==> src/rtl/param_regfile.sv <==
// Parametrised register file: DEPTH x WIDTH storage, NUM_READ read ports, one write port.
// Optional hardwired zero register, write-to-read bypass and registered read data.
module param_regfile #(
  parameter int unsigned WIDTH    = 64,
  parameter int unsigned DEPTH    = 32,
  parameter int unsigned NUM_READ = 2,
  parameter int unsigned ZERO_REG = 1,
  parameter int unsigned BYPASS   = 1,
  parameter int unsigned READ_LAT = 0,
  localparam int unsigned AW      = $clog2(DEPTH)
) (
  input  logic                      clk,
  input  logic                      reset,
  input  logic                      wr_en,
  input  logic [AW-1:0]             wr_addr,
  input  logic [WIDTH-1:0]          wr_data,
  input  logic [NUM_READ*AW-1:0]    rd_addr,
  output logic [NUM_READ*WIDTH-1:0] rd_data,
  output logic                      wr_err
);

  localparam int unsigned ZADDR = DEPTH - 1;

  logic [WIDTH-1:0]          mem [DEPTH];
  logic                      wr_in_range;
  logic                      wr_hits_zero;
  logic                      wr_ok;
  logic                      wr_drop;
  logic [NUM_READ*WIDTH-1:0] rd_comb;

  // Classify the write: committed, or dropped and flagged next cycle.
  always_comb begin
    wr_in_range  = 32'(wr_addr) < DEPTH;
    wr_hits_zero = (ZERO_REG != 0) && (32'(wr_addr) == ZADDR);
    wr_ok        = wr_en && wr_in_range && !wr_hits_zero;
    wr_drop      = wr_en && !wr_ok;
  end

  // Storage and error flag; reset wins over a coincident write.
  always_ff @(posedge clk) begin
    if (reset) begin
      for (int i = 0; i < int'(DEPTH); i++) begin
        mem[i] <= '0;
      end
      wr_err <= 1'b0;
    end else begin
      if (wr_ok) begin
        mem[wr_addr] <= wr_data;
      end
      wr_err <= wr_drop;
    end
  end

  for (genvar p = 0; p < int'(NUM_READ); p++) begin : g_rd
    logic [AW-1:0]    ra;
    logic [WIDTH-1:0] rv;

    assign ra = rd_addr[p*AW +: AW];

    // Read priority: out of range, zero register, bypass, storage.
    always_comb begin
      rv = '0;
      if (32'(ra) >= DEPTH) begin
        rv = '0;
      end else if ((ZERO_REG != 0) && (32'(ra) == ZADDR)) begin
        rv = '0;
      end else if ((BYPASS != 0) && wr_ok && (wr_addr == ra)) begin
        rv = wr_data;
      end else begin
        rv = mem[ra];
      end
    end

    assign rd_comb[p*WIDTH +: WIDTH] = rv;
  end

  if (READ_LAT != 0) begin : g_lat
    logic [NUM_READ*WIDTH-1:0] rd_q;

    always_ff @(posedge clk) begin
      if (reset) begin
        rd_q <= '0;
      end else begin
        rd_q <= rd_comb;
      end
    end

    assign rd_data = rd_q;
  end else begin : g_comb
    assign rd_data = rd_comb;
  end

endmodule

==> config.mk <==
export PLATFORM = sky130hd
export DESIGN_NAME = param_regfile
export DESIGN_NICKNAME = d
export VERILOG_FILES = /design/src/rtl/param_regfile.sv
export SDC_FILE = /design/constraint.sdc
export NUM_CORES = 2
export LEC_CHECK = 0
export CORE_MARGIN = 2
export CORE_UTILIZATION = 37
export DETAILED_ROUTE_END_ITERATION = 8
export GPL_TIMING_DRIVEN = 1
export MAX_ROUTING_LAYER = met4
export PLACE_DENSITY = 0.63
export SYNTH_ARGS = -nofsm -noshare
export SYNTH_HDL_FRONTEND = slang
export SYNTH_SLANG_ARGS = --single-unit
==> constraint.sdc <==
create_clock -name clk -period 2.8 [get_ports clk]
set_clock_uncertainty 0.15 [all_clocks]
set_input_delay 0.42 -clock clk [delete_from_list [all_inputs] [get_ports clk]]
set_output_delay 0.42 -clock clk [all_outputs]
set_load 0.01 [all_outputs]
==> results.sh <==
export IMPL_ios=211
export IMPL_status="complete, but fails checks"
export IMPL_leakagePower_nw=50.10
export IMPL_timing_final_crit_share_pct=129.4
export IMPL_cap_violations=0
export IMPL_hold_path_class="input port to flop"
export IMPL_gr_usage_all_layers_pct=33.61
export IMPL_die_area_sq_um=299900
export IMPL_drive_above_1_share_pct=36.89
export IMPL_maxSlewHeadroom_pct=50.58
export IMPL_cp_max_fo=2
export IMPL_grt_pass1_vias=81490
export IMPL_cts_buffers=221
export IMPL_htreeDepth=4
export IMPL_cp_arrival_ns=3.05
export IMPL_core_area_sq_um=294100
export IMPL_slew_viol_final=0
export IMPL_rsz0062_at_grt="yes"
export IMPL_std_cell_rows=199
export IMPL_syn_avg_cell_area_sq_um=14.52
export IMPL_via_per_inst=6.531
export IMPL_setup_violations=128
export IMPL_synth_edff_count=2048
export IMPL_final_core_util_pct=47.48
export IMPL_critPathSlowestCell="mux4_2"
export IMPL_syn_area_sq_um=109400
export IMPL_routabilityCongestion=1.000
export IMPL_crit_buf_inv=2
export IMPL_worstPathRequired_ns=2.23
export IMPL_root_buffer="clkbuf_16"
export IMPL_fin_ws_ns=-0.8228
export IMPL_violations="setup timing"
export IMPL_drt_wl_total_mm=500.5
export IMPL_pre_cts_slack_ns=-1.428
export IMPL_ys_seq_elements=2049
export IMPL_syn_inst=7534
export IMPL_first_pass_iters=6
export IMPL_powerDensity_nw_per_um2=561.8
export IMPL_post_route_drc_count=0
export IMPL_holdWs_ns=0.1611
export IMPL_hpwl_mm=341.3
export IMPL_drt_iter0_drc=14817
export IMPL_cts_reportedPaths_clkPinSlew_ns=0.06
export IMPL_nNetsFinal=8715
export IMPL_end_kind="primary output"
export IMPL_report_power_total_mw=78.43
export IMPL_synthDistinctLibCells=64
export IMPL_path_cells="mux4_2 -> a221oi_4 -> buf_4 -> o21ai_1 -> o221a_2 -> buf_6"
export IMPL_start_util_pct=37.19
export IMPL_layout_cells_non_filler=12766
export IMPL_crit_path_start="mem[7][12]$_SDFFCE_PN0P_"
export IMPL_ir_worst_vdd_mv=0.5019
export IMPL_fmax_ghz=0.2760
export IMPL_critical_path_cell_count=6
export IMPL_yosysSeqAreaShare_pct=56.25
export IMPL_die_y_um=547.7
export IMPL_worst_pin_slew_ns=0.7413
export IMPL_grt_ovfl_total=0
export IMPL_grt_max_degree=53
export IMPL_fillers=25014
export IMPL_cpPeakStageDelay_ns=0.58
export IMPL_fin_area_sq_um=139600
export IMPL_vias=83374
export IMPL_async_flop_share_pct=0
export IMPL_timing_worst_setup_path_type="flop to primary output"
export IMPL_crit_path_end="rd_data[12]"
export IMPL_synthToLayoutAreaGrowth_pct=27.65
export IMPL_crit_path_start_kind="flop"
export IMPL_setup_tns_ns=-53.83
export IMPL_wl_per_cell_um=39.21
export IMPL_cts_max_path_buffers=4
export IMPL_drtAntennaViolNets=0
export IMPL_grt_first_pass_wirelength_mm=675.5
export IMPL_io_buffers=210
export IMPL_dpl_cell_area_sq_um=128900
export IMPL_period_needed_ns=3.623
export IMPL_cts_tree="yes"
export IMPL_hold_violations=0
export IMPL_die_x_um=547.7
export IMPL_synth_main_ff_cell="edfxtp_1"
export IMPL_dp_cells=12232
export IMPL_crit_family="compound AO/OA/AOI/OAI gates"
export IMPL_antenna_found_initial=70
export IMPL_yosysWarningCount=0
export IMPL_cts_sinks=2049
layout make-up:
class                   count  area [sq um]  area share [%]
flip-flops and latches   2049         61520           44.07
multi-input cells        4732         47610           34.10
repair buffers           1623         18620           13.34
clock buffers             265          5717           4.095
well taps                3919          4903           3.512
clock inverters           126          1100          0.7878
diodes                     46         115.1         0.08245
inverters                   6         23.77         0.01703
power by group:
part / switching (mW) / internal [mW] / leakage (nW)
clock: 13.0 / 15.9 / 3.33
combinational: 7.39 / 5.71 / 27.3
sequential: 0.921 / 35.4 / 19.5
per-layer routing:
| metal | track usage (%) | part of all wire [%] | up-vias |
|---|---|---|---|
| met5 | - | 0 | - |
| met4 | 22.44 | 8.3 | 0 |
| met3 | 10.74 | 15 | 1906 |
| met2 | 47.48 | 42 | 7771 |
| met1 | 41.14 | 34 | 42397 |
| li1 | - | - | 31300 |
cells in the mapped netlist, drive strengths merged, types with 6 or more instances:
library cell / count / area share (%)
a221o: 10 / 0.092
a31oi: 12 / 0.069
nand2: 159 / 0.55
o211ai: 11 / 0.076
a22oi: 151 / 1.0
xnor2: 8 / 0.064
nand2b: 14 / 0.080
a22o: 18 / 0.14
mux2: 21 / 0.22
o221a: 6 / 0.062
o22ai: 125 / 0.72
a32o: 70 / 0.64
nor4: 6 / 0.034
nand3: 36 / 0.16
a211o: 14 / 0.11
a21oi: 153 / 0.70
and2: 1958 / 11
clkbuf: 544 / 1.9
nor3: 73 / 0.33
edfxtp: 2048 / 56
o21ai: 142 / 0.65
mux4: 795 / 16
nor2: 95 / 0.35
nor2b: 17 / 0.097
or3: 7 / 0.040
a221oi: 33 / 0.28
buf: 266 / 1.5
a211oi: 85 / 0.58
or2: 38 / 0.22
mux2i: 496 / 4.5
o221ai: 72 / 0.58
worst min-delay path by stage:
stage / startpoint / cells after the start / slack [ns] / to
2_1_floorplan: wr_addr[2] / 2 / 0.44 / wr_err$_SDFF_PP0_
3_3_place_gp: reset / 2 / 0.95 / mem[31][62]$_SDFFCE_PN0P_
3_5_place_dp: reset / 2 / 0.95 / mem[31][60]$_SDFFCE_PN0P_
4_1_cts: wr_addr[0] / 5 / 0.02 / wr_err$_SDFF_PP0_
5_1_grt: wr_addr[4] / 5 / 0.18 / mem[17][15]$_SDFFCE_PN0P_
6_report: wr_addr[4] / 5 / 0.16 / mem[17][15]$_SDFFCE_PN0P_
cell families (layout without fill, tap and decap cells):
group	after synthesis	in the layout	share of synthesized area, %
DFF	2049	2049	56.25
muxes	1312	1312	21.13
xor gates and xnor gates	10	10	0.08009
other	1	110	0.003429
AOI/OAI and AO/OA	928	928	5.937
buffers and inverters	816	2020	3.434
and+or+nand+nor	2418	2418	13.17
state kept, by name, summed over array words and instances (netlist names):
| signal | count |
|---|---|
| mem | 2048 |
| wr_err | 1 |
placed cells by master, fill, tap and decap left out, types with 15 or more instances in the layout:
master,count
a32o_1,57
nor2_4,43
edfxtp_1,2048
diode_2,46
o21ai_1,38
buf_6,73
nor3_1,55
or2_4,31
nand2_1,102
nor2_1,45
a211oi_2,72
nand3_1,26
buf_2,92
a22oi_2,88
a221oi_2,18
clkinv_1,58
o21ai_0,47
buf_4,897
nand2_2,50
mux2_2,17
clkdlybuf4s50_1,65
buf_12,455
clkinv_2,38
a21oi_4,17
a22oi_1,63
buf_16,18
a21oi_1,84
o22ai_1,110
o21ai_4,15
o221ai_1,67
o21ai_2,42
clkbuf_1,43
mux4_2,795
conb_1,64
mux2i_1,471
clkbuf_16,224
a21oi_2,52
and2_1,1954
bufinv_16,16
timing repair:
action	4_1_cts	5_1_grt
hold endpoints to repair	9	1
cloned	8	2
resized for setup	1142	163
endpoints found under the setup margin	128	128
pin swaps	392	126
hold buffers	2	2
buffers inserted	96	26
No activity file was read; power rests on OpenSTA's default activity.
